File: src/rtl/micro_checker_pkg.sv
// Shared types and op-code constants for the micro result checker.
// Optional feature macro used by the top: CHECKER_FIRST_ERR_CAPTURE_EN.
package micro_checker_pkg;

    localparam logic [2:0] OPC_ADD  = 3'd0;
    localparam logic [2:0] OPC_SUB  = 3'd1;
    localparam logic [2:0] OPC_NAND = 3'd2;
    localparam logic [2:0] OPC_NOR  = 3'd3;
    localparam logic [2:0] OPC_XOR  = 3'd4;
    localparam logic [2:0] OPC_XNOR = 3'd5;
    localparam logic [2:0] OPC_MULT = 3'd6;

    typedef enum logic [2:0] {
        OP_ADD  = OPC_ADD,
        OP_SUB  = OPC_SUB,
        OP_NAND = OPC_NAND,
        OP_NOR  = OPC_NOR,
        OP_XOR  = OPC_XOR,
        OP_XNOR = OPC_XNOR,
        OP_MULT = OPC_MULT
    } op_sel_t;

    typedef enum logic [2:0] {
        S_IDLE  = 3'd0,
        S_ARM   = 3'd1,
        S_CHECK = 3'd2,
        S_LEAVE = 3'd3,
        S_DONE  = 3'd4
    } state_t;

endpackage

File: src/rtl/micro_golden_alu.sv
// Combinational golden model: expected DUV result for the current operands.
// Non-MULT results occupy the low DATA_W bits; the upper half is zero.
module micro_golden_alu
    import micro_checker_pkg::*;
#(
    parameter int DATA_W = 8
) (
    input  logic [DATA_W-1:0]   i_a,
    input  logic [DATA_W-1:0]   i_b,
    input  op_sel_t             i_op,
    output logic [2*DATA_W-1:0] o_y
);

    // Select the reference operation; arithmetic wraps modulo 2^DATA_W except MULT
    always_comb begin
        o_y = '0;
        case (i_op)
            OP_ADD:  o_y[DATA_W-1:0] = i_a + i_b;
            OP_SUB:  o_y[DATA_W-1:0] = i_a - i_b;
            OP_NAND: o_y[DATA_W-1:0] = ~(i_a & i_b);
            OP_NOR:  o_y[DATA_W-1:0] = ~(i_a | i_b);
            OP_XOR:  o_y[DATA_W-1:0] = i_a ^ i_b;
            OP_XNOR: o_y[DATA_W-1:0] = ~(i_a ^ i_b);
            OP_MULT: o_y = {{DATA_W{1'b0}}, i_a} * {{DATA_W{1'b0}}, i_b};
            default: o_y = '0;
        endcase
    end

endmodule

File: config.mk
export PLATFORM = sky130hd
export DESIGN_NAME = micro_golden_alu
export DESIGN_NICKNAME = d
export VERILOG_FILES = /design/src/rtl/micro_checker_pkg.sv /design/src/rtl/micro_golden_alu.sv
export SDC_FILE = /design/constraint.sdc
export NUM_CORES = 1
export LEC_CHECK = 0
export ABC_CLOCK_PERIOD_IN_PS = 8200
export CAP_MARGIN = 20
export CORE_MARGIN = 4
export CORE_UTILIZATION = 58
export DETAILED_ROUTE_END_ITERATION = 8
export GPL_ROUTABILITY_DRIVEN = 1
export PLACE_DENSITY = 0.86
export REMOVE_ABC_BUFFERS = 1
export SLEW_MARGIN = 25
export SYNTH_ARGS = -nofsm -noshare
export SYNTH_HDL_FRONTEND = slang
export SYNTH_SLANG_ARGS = --single-unit
File: constraint.sdc
create_clock -name vclk -period 8.2
set_input_delay 1.64 -clock vclk [all_inputs]
set_output_delay 1.64 -clock vclk [all_outputs]
set_load 0.02 [all_outputs]
==> impl_results.md <==
- Status: complete, no violations
- Register area share after synthesis: 0%
- Most common cell after layout, fill and taps aside: inv_1
- Largest family of logic cells by synthesized area: adder cells
- End-of-flow core utilization: between 70% and 80%
- Number of global-route vias before repair: ~3200
- Rows: 26
- Top-Level Pins: 35
- Worst Hold Class: input pin to primary output
- Non-filler cells, final: about 540
- Cells after DPL: ~540
- Clock buffer count: 0
- Final Max Slew Viols: 0
- Initial DRC Count: roughly 260
- Crit start category: input pin
- Tcrit/Tclk final: between 90% and 100%
- Compound-Gate Fraction of Synth Area: around 15%
- Min-delay src: i_op[1]
- Post-DP HPWL: 7.460 mm
- WL/cell: 15.99 um
- Cts repair resizes: 0
- Max rail drop VDD: 0.0001543 V
- Hold path depth: 6
- Largest net degree at the start of global routing: 28
- Unrepaired setup endpoints after global routing: no
- End of the worst hold path: o_y[10]
- Post-Synthesis Cells: between 400 and 500
- Worst Tran Pin Value: between 0.5 and 0.6 ns
- Max-Cap Viols: 0
- Critical Path Sink Type: primary output
- Synthesized area per cell: a little under 8 um2
- Filler cells: 426
- Mux share of post-synthesis cell area: between 2 and 3%
- Grt ovf: 0
- Setup violators final: 0
- Via/cell ratio: ~5.9
- Worst slew margin: between 60% and 70%
- Antenna-violating nets left: 0
- Worst EP required: about 6.6 ns
- Post-synth cell types: between 50 and 60
- DRC: 0
- Post-CTS Setup Bufs: 0
- WP data arrival: about 6.3 ns
- PD cells: 158.6 nW/um2
- Tot GR Track Use: 26.71%
- Tmin final: 7.945 ns
- Hold Vio Cnt, Final: 0
- Diodes inserted: 0
- Post-Syn Area: 3244 um2
- Die width: between 80 and 90 um
- P_leak: 1.990 nW
- Vias: 3192
- Initial antenna violation count: 0
- Synth Area in Adders: between 40% and 50%
- Most frequent cells in the layout: inv_1 (76), nor2_1 (63), ha_1 (59), fa_1 (37), nand2_1 (31)
- Initial Util: about 62%
- Die area: between 6000 and 7000 um2
- Drt total wl: slightly below 9 mm
- GPL Wtd Cong: about 1
- Setup Crit Path Kind: input pin to primary output
- Core box area: roughly 5300 um2
- Pre-Repair DR Iteration Count: 5
- Fin nets: 589
- Buffers on Ports: 35
- Area delta synth->final: 17.20%
- Maximum clock frequency: approximately 0.13 GHz
- Layout cell share with drive strength beyond 1: between 8 and 9%
- Synth Area in XOR/XNOR: just over 5%
- Register area: 0 um2
- Seq_cells: 0
- Crit-path max FO: 8
- Post-CTS Hold Buffers: 0
- First-pass GRT wire length: ~14 mm
- Setup TNS: 0 ns
- Simple-Gate Fraction of Synth Area: 18.97%
- Die H: slightly above 80 um
- Synth warn: 0
## worst max-delay path by stage
stage / startpoint / to / slack (ns)
detailed placement: i_b[4] / o_y[15] / 0.02
floorplan: i_a[1] / o_y[14] / 1.14
global placement: i_b[4] / o_y[14] / 0.14
CTS: i_b[4] / o_y[15] / 0.0005
finish: i_b[2] / o_y[12] / 0.25
global route: i_b[7] / o_y[12] / 0.07
## report_power, final
group	total, W	leakage, nW	switching (W)	internal [W]
Clock	0	0	0	0
Combinational	0.000603	1.99	0.000340	0.000263
Sequential	0	0	0	0
Total	0.000603	1.99	0.000340	0.000263
## cell families (layout without fill, tap and decap cells)
logic type                 count (synthesis)  count (layout)
muxes                                      8               8
adders and majority gates                 97              97
xor gates and xnor gates                  19              19
buffers and inverters                     89             139
and+or+nand+nor                          132             132
AOI/OAI and AO/OA                         76              76
## through the flow
step | total power (W) | hold WS, ns | cell area (um2) | worst slack [ns]
after global placement | 0.0005658 | 4.605 | 3781 | 0.1397
final | 0.0006029 | 4.456 | 3802 | 0.2546
after detailed placement | 0.0005895 | 4.623 | 3781 | 0.02298
after CTS | 0.0005936 | 4.623 | 3781 | 0.0004552
after global routing | 0.0006704 | 4.512 | 3802 | 0.07350
after floorplan | 0.0004161 | 3.377 | 3156 | 1.145
## per-layer routing
layer	part of all wire (%)	global-route usage, %	vias up
met5	0	0	-
met4	1.5	3.922	0
met3	9.0	3.456	22
met2	50	48.40	175
met1	39	34.44	1494
li1	-	-	1501
## cell type report
cell class | instances | area [um2] | area share (%)
inverter | 79 | 296.5 | 7.799
tap | 70 | 87.58 | 2.303
multi-input combinational | 332 | 2868 | 75.42
timing repair buffer | 60 | 550.5 | 14.48
## Yosys cell counts (4+ instances only)
library cell / instances / share of area (%)
nor3b_1: 4 / 0.93
a211oi_1: 6 / 1.4
nand4_1: 6 / 1.2
a31oi_1: 5 / 0.96
nand2_1: 31 / 3.6
fa_1: 37 / 23
xnor2_1: 15 / 4.0
mux2i_1: 5 / 1.5
o21ai_1: 8 / 1.2
nor2b_1: 6 / 1.2
ha_1: 60 / 23
a21oi_1: 15 / 2.3
nor2_1: 63 / 7.3
nand3_1: 5 / 0.77
xor2_1: 4 / 1.1
inv_1: 76 / 8.8
o21ai_0: 12 / 1.9
o211ai_1: 4 / 0.93
a21o_1: 5 / 1.2
## worst max-delay path: stages
cell,delay (ns)
clkdlybuf4s50_1,0.58
inv_2,0.13
nor2_1,0.16
fa_1,0.45
fa_1,0.49
fa_1,0.54
inv_1,0.05
fa_1,0.53
inv_1,0.05
ha_1,0.31
buf_4,0.15
nand4_1,0.08
o221ai_1,0.20
a21oi_1,0.07
xor2_1,0.16
nor2_1,0.09
clkdlybuf4s50_1,0.61
(Power assumes the default switching activity.)
